## config.mk

```make
export PLATFORM = sky130hd
export DESIGN_NAME = shift_fifo
export DESIGN_NICKNAME = d
export VERILOG_FILES = /design/src/rtl/shift_fifo.sv
export SDC_FILE = /design/constraint.sdc
export NUM_CORES = 1
export LEC_CHECK = 0
export CORE_UTILIZATION = 60
export CTS_BUF_LIST = sky130_fd_sc_hd__clkbuf_8
export CTS_CLUSTER_SIZE = 20
export DETAILED_ROUTE_END_ITERATION = 7
export HOLD_SLACK_MARGIN = 0.08
export PLACE_DENSITY = 0.82
export SYNTH_ARGS = -nofsm -noshare
export SYNTH_HDL_FRONTEND = slang
export SYNTH_SLANG_ARGS = --single-unit
```

## constraint.sdc

```tcl
create_clock -name clk -period 2.5 [get_ports clk]
set_input_delay 0.375 -clock clk [delete_from_list [all_inputs] [get_ports clk]]
set_output_delay 0.375 -clock clk [all_outputs]
set_load 0.1 [all_outputs]
```

## src/rtl/shift_fifo.sv

```systemverilog
// Shift-register FIFO: new entries enter at mem[0] and the oldest entry sits at mem[count-1].
// The read port is registered, and the full/empty flags are decoded from the occupancy count.
module shift_fifo #(
  parameter int unsigned WIDTH = 8,
  parameter int unsigned DEPTH = 8,
  parameter int unsigned CW    = $clog2(DEPTH + 1)
) (
  input  logic             clk,
  input  logic             rst,
  input  logic             push,
  input  logic             pop,
  input  logic             clr,
  input  logic [WIDTH-1:0] D_in,
  output logic [WIDTH-1:0] D_out,
  output logic             valid,
  output logic [CW-1:0]    count,
  output logic             full,
  output logic             empty,
  output logic             overflow,
  output logic             underflow
);

  logic [WIDTH-1:0] mem_q [DEPTH];
  logic [CW-1:0]    count_q, count_d;
  logic [WIDTH-1:0] d_out_q, rd_data;
  logic             valid_q, overflow_q, underflow_q;
  logic             push_ok, pop_ok;
  logic [CW-1:0]    rd_idx;

  assign full    = (count_q == CW'(DEPTH));
  assign empty   = (count_q == '0);
  // A full FIFO still accepts a push when a pop frees the oldest slot in the same cycle.
  assign push_ok = push & (~full | pop);
  assign pop_ok  = pop & ~empty;
  assign rd_idx  = count_q - CW'(1);

  always_comb begin
    rd_data = '0;
    for (int i = 0; i < int'(DEPTH); i++) begin
      if (rd_idx == CW'(i)) rd_data = mem_q[i];
    end
  end

  always_comb begin
    count_d = count_q;
    if (clr) begin
      count_d = '0;
    end else if (push_ok && !pop_ok) begin
      count_d = count_q + CW'(1);
    end else if (pop_ok && !push_ok) begin
      count_d = count_q - CW'(1);
    end
  end

  always_ff @(posedge clk or negedge rst) begin
    if (!rst) begin
      for (int i = 0; i < int'(DEPTH); i++) mem_q[i] <= '0;
    end else if (!clr && push_ok) begin
      mem_q[0] <= D_in;
      for (int i = 1; i < int'(DEPTH); i++) mem_q[i] <= mem_q[i-1];
    end
  end

  always_ff @(posedge clk or negedge rst) begin
    if (!rst) begin
      count_q     <= '0;
      d_out_q     <= '0;
      valid_q     <= 1'b0;
      overflow_q  <= 1'b0;
      underflow_q <= 1'b0;
    end else begin
      count_q     <= count_d;
      valid_q     <= ~clr & pop_ok;
      overflow_q  <= ~clr & push & ~push_ok;
      underflow_q <= ~clr & pop & ~pop_ok;
      if (!clr && pop_ok) d_out_q <= rd_data;
    end
  end

  assign D_out     = d_out_q;
  assign valid     = valid_q;
  assign count     = count_q;
  assign overflow  = overflow_q;
  assign underflow = underflow_q;

endmodule

```

==> run summary, run 1 <==
GRT Util Overall = 25.72%
GRT overflow = 0
Synth Area per Inst = 12.04 µm²
Avg Vias per Cell = 6.081
IO Port Bufs = 29
RSZ-0062 raised after global routing = no
first-pass GRT wire length = 12.36 mm
Initial DRC Count = 191
Ys Warns = 0
fin nets = 346
WP data required = 2.12 ns
Crit Path Class = flip-flop to primary output
Crit Path Max Fanout = 11
Final Hold Viols = 0
CORE AREA = 5675 µm²
pins over their slew limit = 0
initial core utilization = 63.87%
Mapped Area = 3625 µm²
commonest non-fill, non-tap cell in the layout = dfrtp_1
crit share post-route = 96.42%
Worst Clk Skew = 0.007894 ns
CP cell instances = inv_1, ha_4, or3b_2, clkinvlp_4, buf_12
CP top delay family = flip-flops
Critical Path End Type = primary output
clock buffer depth = 2
final setup fails = 0
Max-Cap Viols = 0
Post-DRT Antenna Nets = 0
fmax = 414.9 MHz
Slowest-stage cell, CP = dfrtp_4
Detailed Route WL = 7.226 mm
Leak Pwr = 0.001728 µW
Reg clk slew, reported paths = 0.08 ns
status = finished, final reports clean
Mapped Cells = 301
die span in y = 79.73 µm
minimum clock period = 2.410 ns
htree depth = 3
layout cells sized above 1 = 36.04%
#FFs+latches synth = 79
number of I/O pins = 30
hpwl dp = 4.875 mm
mux cell area share after synthesis = 19.85%
clk_lat worst skew = 0.34 ns
R2R setup slack = 0.20 ns
hold crit path type = input pin to asynchronous set/reset pin
top post-synthesis cells by area = dfrtp_1 (55%), mux2_2 (20%), o22ai_1 (2.2%), nor2_1 (2.0%), a221oi_1 (1.9%)
Worst Setup Start Kind = flip-flop
Slew headroom = 48.19%
worst reg2reg endpoint = D_out[5]
wire per inst = 17.84 µm
R2R depth = 6
TritonCTS buffer count = 9
Synth area leader = dfrtp_1
synthesized-area fraction occupied by adder cells = 1.726%
Synth Flop Type = dfrtp_1
Layout area overhead = 16.22%
r2r startpoint = count[1]
largest net degree at the start of global routing = 66
Buf/Inv on CP = 3
row count = 27
Worst EP arrival = 2.04 ns
initial antenna violation count = 0
Netlist cell types = 40
largest family of logic cells by synthesized area = multiplexers
most frequent cells in the layout = dfrtp_1 (75), mux2_2 (63), buf_4 (21), nor2_1 (18), nand2_1 (16)
Antenna diodes = 0
XOR/XNOR Fraction of Synth Area = 0.7249%
drt first pass iters = 4
fraction of registers with async set/reset = 100.0%
Sinks on Clock Net = 79
syn nets = 319
post-synthesis sequential area ratio = 54.54%
CTS tree = done
Die ar. = 6356 µm²
GPL Wtd Cong = 0.8549
simple-gate share of the synthesized area = 7.905%
post-synth top area share = 54.54%
number of synthesized flops with an enable pin = 0
Max IR drop VDD = 1.205 mV
compound-cell area share of the yosys netlist = 11.74%
power density over the cells = 1469 nW/µm²
Via Count = 2463
Slowest Stage Delay on Critical Path = 0.54 ns
vias in the first global route = 2429
number of remaining DRC errors = 0
Post-Route Setup TNS = 0 ns
width of the die = 79.73 µm
worst slew pin tran = 0.7742 ns
clk root buf = clkbuf_8
Final Util = 74.23%
-- power breakdown --
group | switching (µW) | total (µW) | internal [µW]
registers | 479 | 2340 | 1860
clock network | 452 | 937 | 485
logic | 1830 | 2910 | 1090
total | 2760 | 6190 | 3430
-- stage by stage --
| step | cells | hold slack (ns) | setup slack, ns | area (µm²) | total power, µW |
|---|---|---|---|---|---|
| final | 405 | 0.06186 | 0.08953 | 4213 | 6188 |
| after global routing | 405 | 0.1160 | 0.02638 | 4213 | 6520 |
| after CTS | 405 | 0.08073 | 0.02883 | 4200 | 6161 |
| after detailed placement | 389 | 0.4505 | 0.2097 | 4003 | 5207 |
| after global placement | 389 | 0.4448 | 0.2543 | 4003 | 5101 |
| after floorplan | 301 | 0.07941 | 0.01776 | 3656 | 4422 |
-- state kept, by name, indices dropped and copies added, names as in the netlist --
| signal | flops |
|---|---|
| D_out | 8 |
| count | 4 |
| mem_q | 64 |
| overflow | 1 |
| underflow | 1 |
| valid | 1 |
-- kinds of logic after synthesis --
family                   Yosys count
flip-flops                        79
AND/OR/NAND/NOR                   58
adder cells (fa/ha/maj)            5
buffers and inverters             28
AO/OA/AOI/OAI                     64
multiplexers                      64
XOR/XNOR                           3
-- cells in the mapped netlist (6+ instances only) --
library cell and instances:
o31ai_1 9, nand2_1 16, a221oi_1 8, nor2_1 19
o21ai_0 13, clkbuf_1 6, buf_2 9, a31oi_1 9
mux2_2 63, o22ai_1 13, dfrtp_1 79, inv_1 8
-- how the worst max path moves through the flow --
| stage | start | end | slack [ns] | depth (start not counted) |
|---|---|---|---|---|
| after floorplan | count[0] | D_out[1] | 0.02 | 8 |
| after global placement | clr | D_out[4] | 0.25 | 5 |
| after detailed placement | count[1] | D_out[5] | 0.21 | 7 |
| after CTS | count[1] | empty | 0.03 | 5 |
| after global routing | count[1] | empty | 0.03 | 5 |
| final | count[1] | empty | 0.09 | 5 |
-- layer usage --
layer	vias up	wire, µm	track usage [%]
met5	-	0	0
met4	0	80	10.91
met3	10	318	4.457
met2	67	3310	36.15
li1	1164	-	-
met1	1222	3516	39.15
-- repair_timing --
action                                  CTS  global route
hold buffers                              0             0
gates resized for setup                   0             2
endpoints found under the setup margin    0             2
setup buffers                             0             0
-- cell type report --
class | instances | area, µm²
flip-flops and latches | 79 | 1987
well taps | 72 | 90.09
inverters | 8 | 37.54
clock buffers | 10 | 137.6
fillers | 382 | 1463
multi-input cells | 194 | 1553
clock inverters | 6 | 60.06
repair buffers | 36 | 347.8
No activity file was read; power rests on OpenSTA's default activity.
==> run 2, diff against run 1 <==
--- a/config.mk
+++ b/config.mk
@@ -11,6 +11,7 @@
 export DETAILED_ROUTE_END_ITERATION = 7
 export HOLD_SLACK_MARGIN = 0.08
 export PLACE_DENSITY = 0.82
+export SLEW_MARGIN = 10
 export SYNTH_ARGS = -nofsm -noshare
 export SYNTH_HDL_FRONTEND = slang
 export SYNTH_SLANG_ARGS = --single-unit
==> results of run 2 <==
Same layout as run 1: the final DEF is identical, and so are final timing and power.
==> edit 1: new RTL, config.mk and constraints of run 2 <==
Make the reset (`rst`) synchronous in 2 clocked blocks.
--- a/src/rtl/shift_fifo.sv
+++ b/src/rtl/shift_fifo.sv
@@ -54,3 +54,3 @@
 
-  always_ff @(posedge clk or negedge rst) begin
+  always_ff @(posedge clk) begin
     if (!rst) begin
@@ -63,3 +63,3 @@
 
-  always_ff @(posedge clk or negedge rst) begin
+  always_ff @(posedge clk) begin
     if (!rst) begin
Behaviour: differs if rst is asserted again (counterexample within 4 cycles, from zero or initial values and one cycle with rst low); with rst held inactive, the same outputs for 10 cycles.
==> edit 1 against run 2 <==
Final cell count increased by 4.0%. Sequential cell count unchanged. Cell area increased by 2.9%. Via count shrank 1.1%. Setup slack improved by 0.15 ns. Critical path depth rose by 6. Critical endpoint is now count[3]$_SDFFE_PP0P_. Routed wire length decreased by 3.8%. Area after synthesis up 5.4%. Worst hold slack improved by 0.49 ns. Maximum frequency up 6.8%.
Power is not compared: it rests on default switching activity, and its combinational part moved more than twofold at a synthesized area within 25%.
==> edit 1: results <==
metrics = {
    "critical_path": {
        "path_max_fanout": 10,
        "slowest_delay_ns": 0.39,
        "cp_top_family": "simple AND/OR/NAND/NOR gates",
        "slowest_stage": "dfxtp_4",
        "cp.arrival_ns": 2.47,
    },
    "timing": {
        "max_slew_margin": 0.5177,
        "clock_skew_ns": 0.01088,
    },
    "pwr": {
        "clkPwrFrac": 0.256,
        "irDropWorstVdd_v": 0.0004092,
        "swShare": 0.2996,
    },
    "synth": {
        "synth-edff-count": 64,
        "synth.net_count": 329,
        "synthArstFlopShare": 0,
        "synthTopCellsByArea": "edfxtp_1, and2_1, dfxtp_1",
        "yosysWarnings": 0,
        "synthFlopType": "edfxtp_1",
        "yosysSeqAreaShare": 0.5815,
        "ys_types": 49,
        "synthTopCellsByCount": "and2_1, edfxtp_1, nor2_1",
        "synthCells": 311,
    },
    "finish": {
        "drive_gt1_frac": 0.1879,
        "largest_reg_flops": 64,
        "layout.nets": 359,
        "regMostFlops": "mem_q",
        "n_antenna_cell": 0,
        "finalNonFillerCells": 421,
    },
    "route": {
        "drt-initial-drc-count": 172,
        "wl_per_cell_um": 16.52,
        "vias_per_cell": 5.786,
    },
    "placement": {
        "dp_hpwl_mm": 4.666,
        "portBuffers": 29,
        "dp_slack_ns": 0.2160,
        "place_inst": 405,
        "globalplace.congestion": 0.8049,
    },
    "hold_path": {
        "hold_depth": 1,
        "hp-class": "register to register",
    },
    "global_routing": {
        "grt_usage": 0.2346,
        "antenna_found_initial": 0,
        "grt_pass1_wl_mm": 11.39,
        "grt_pass1_vias": 2336,
        "grt_max_degree": 65,
    },
    "status": {
        "status": "complete, no violations",
    },
    "cts": {
        "clk_latency_ns": 0.34,
    },
}
==> edit 1: through the flow <==
| step | instance area, um^2 | total power (W) | TNS, ns | hold slack (ns) |
|---|---|---|---|---|
| after floorplan | 3867 | 0.002090 | -9.832 | 0.4529 |
| after global placement | 4182 | 0.002225 | 0 | 0.5133 |
| after detailed placement | 4182 | 0.002243 | 0 | 0.5372 |
| after CTS | 4333 | 0.002983 | 0 | 0.5512 |
| after global routing | 4333 | 0.003104 | 0 | 0.5700 |
| final | 4333 | 0.002979 | 0 | 0.5536 |
==> edit 1: cells by family after synthesis <==
group,share of synthesized area
fa+ha+maj,0.01637
xor+xnor,0.006877
compound gates,0.1510
simple gates,0.2014
mux,0.002620
buf+inv,0.04027
flops,0.5815
==> edit 1: worst paths after layout <==
| check | from | endpoint | slack, ns |
|---|---|---|---|
| hold reg to reg | mem_q[1][2]$_SDFFCE_PN0P_ | mem_q[1][10]$_SDFFCE_PN0P_ | 0.55 |
| setup reg to reg | count[1]$_SDFFE_PP0P_ | count[3]$_SDFFE_PP0P_ | 0.24 |
| setup / recovery | count[1]$_SDFFE_PP0P_ | count[3]$_SDFFE_PP0P_ | 0.24 |
| hold / removal | mem_q[1][2]$_SDFFCE_PN0P_ | mem_q[1][10]$_SDFFCE_PN0P_ | 0.55 |
==> edit 1: metal layers <==
metal	track usage	vias to the layer above	part of all wire
li1	-	1203	-
met1	0.3338	1157	0.47
met2	0.3554	67	0.47
met3	0.05000	9	0.052
met4	0.08421	0	0.013
met5	0	-	0
==> edit 1: cell type report <==
class	instances	area (um^2)
Clock buffer	9	123.9
Clock inverter	7	27.53
Fill cell	423	1693
Inverter	9	38.79
Multi-Input combinational cell	206	1479
Sequential cell	79	2232
Tap cell	75	93.84
Timing Repair Buffer	36	337.8
==> edit 2: new RTL, flow settings as in run 2 <==
Without the edit above. `WIDTH`: 8 -> 10.
--- a/src/rtl/shift_fifo.sv
+++ b/src/rtl/shift_fifo.sv
@@ -3,3 +3,3 @@
 module shift_fifo #(
-  parameter int unsigned WIDTH = 8,
+  parameter int unsigned WIDTH = 10,
   parameter int unsigned DEPTH = 8,
Ports: changed (resized D_in and D_out); port bits go from 30 to 34. No check against the original RTL was run, so the function may have changed too.
==> edit 2 against run 2 <==
Area after synthesis up 38%. Cell area up 34%. Power up 22%. Sequential cell count up 18. Die area up 37%. Setup slack better by 0.020 ns. Routed wire length up 40%.
==> edit 2: results <==
metrics = {
    "placement": {
        "portBuffers": 33,
        "globalplace.congestion": 0.8829,
        "place_inst": 493,
        "dp_slack_ns": 0.2157,
        "placed_cell_area_um2": 5434,
        "dp_hpwl_mm": 6.740,
    },
    "critical_path": {
        "path_max_fanout": 9,
        "cp_top_family": "compound AO/OA/AOI/OAI gates",
        "cp.arrival_ns": 2.67,
        "slowest_stage": "nor2b_1",
    },
    "finish": {
        "drive_gt1_frac": 0.3857,
        "finalNonFillerCells": 509,
        "layout.nets": 422,
        "largest_reg_flops": 80,
    },
    "synth": {
        "synthTopCellsByArea": "dfrtp_1, mux2_4, buf_6",
        "synthTopCellsByCount": "dfrtp_1, mux2_4, nand2_1",
        "ys_types": 51,
        "synthArstFlopShare": 1.000,
        "avgSynthCellArea_um2": 13.64,
        "yosysSeqAreaShare": 0.4862,
    },
    "route": {
        "vias_per_cell": 6.295,
        "drt-initial-drc-count": 197,
        "wl_mm": 10.15,
        "drtPass1Iterations": 5,
    },
    "global_routing": {
        "grt_pass1_wl_mm": 16.70,
        "grt_usage": 0.2522,
        "grt_max_degree": 98,
        "grt_pass1_vias": 3190,
    },
    "status": {
        "status": "complete, no violations",
    },
    "timing": {
        "max_slew_margin": 0.5021,
        "clock_skew_ns": 0.009576,
    },
    "cts": {
        "clk_latency_ns": 0.36,
        "cts_hold_buf": 1,
    },
    "hold_path": {
        "hp-class": "register to register",
    },
    "pwr": {
        "irDropWorstVdd_v": 0.0008173,
    },
}
## edit 2: changes by cell type after synthesis, moves of 9 or more
| cell | before | now |
|---|---|---|
| a21oi_1 | 3 | 13 |
| a31oi_1 | 9 | 0 |
| buf_6 | 0 | 14 |
| dfrtp_1 | 79 | 97 |
| mux2_2 | 63 | 0 |
| mux2_4 | 0 | 80 |
| nand2_1 | 16 | 27 |
| nor2_1 | 19 | 8 |
| o221ai_1 | 1 | 11 |
| o31ai_1 | 9 | 0 |
## edit 2: power breakdown
group | switching, W | internal (W) | total [W] | leakage [nW]
Clock | 0.000533 | 0.000545 | 0.00108 | 0.109
Combinational | 0.00201 | 0.00156 | 0.00356 | 1.17
Sequential | 0.000645 | 0.00225 | 0.00290 | 1.16
Total | 0.00318 | 0.00435 | 0.00754 | 2.45
## edit 2: final cells by class
type	count	area [um^2]
fill	506	2231
sequential	97	2436
clock inverter	3	47.55
clock buffer	12	165.2
inverter	7	31.28
multi-input combinational	239	2371
tap	102	127.6
timing repair buffer	49	478.0
## edit 2: through the flow
stage	hold slack, ns	TNS, ns
after CTS	0.5216	0
after global routing	0.5339	0
after detailed placement	0.4669	0
after global placement	0.4641	0
after floorplan	0.07941	-1.143
final	0.5252	0
## edit 2: kinds of logic after synthesis
logic type / share of synthesized area
adders and majority gates: 0.01003
and+or+nand+nor: 0.08672
AOI/OAI and AO/OA: 0.1256
buffers and inverters: 0.04536
xor gates and xnor gates: 0.003509
DFF: 0.4862
muxes: 0.2426
## edit 2: final timing paths
check                                           from              endpoint  slack [ns]  cells after the start
worst max-delay path            count[0]$_DFFE_PN0P_  D_out[2]$_DFFE_PN0P_        0.11                      7
worst min-delay path            mem_q[0]$_DFFE_PN0P_  mem_q[0]$_DFFE_PN0P_        0.53                      1
worst max register to register  count[0]$_DFFE_PN0P_  D_out[2]$_DFFE_PN0P_        0.11                      7
worst min register to register  mem_q[0]$_DFFE_PN0P_  mem_q[0]$_DFFE_PN0P_        0.53                      1
max in group asynchronous                        rst  count[0]$_DFFE_PN0P_        1.46                      3
min in group asynchronous                        rst       valid$_DFF_PN0_        0.58                      3
## edit 2: layer usage
metal,wire length (um),vias to the layer above,GRT usage
li1,-,1441,-
met1,4585,1644,0.3444
met2,4879,99,0.3971
met3,488,20,0.05041
met4,196,0,0.1013
met5,0,-,0
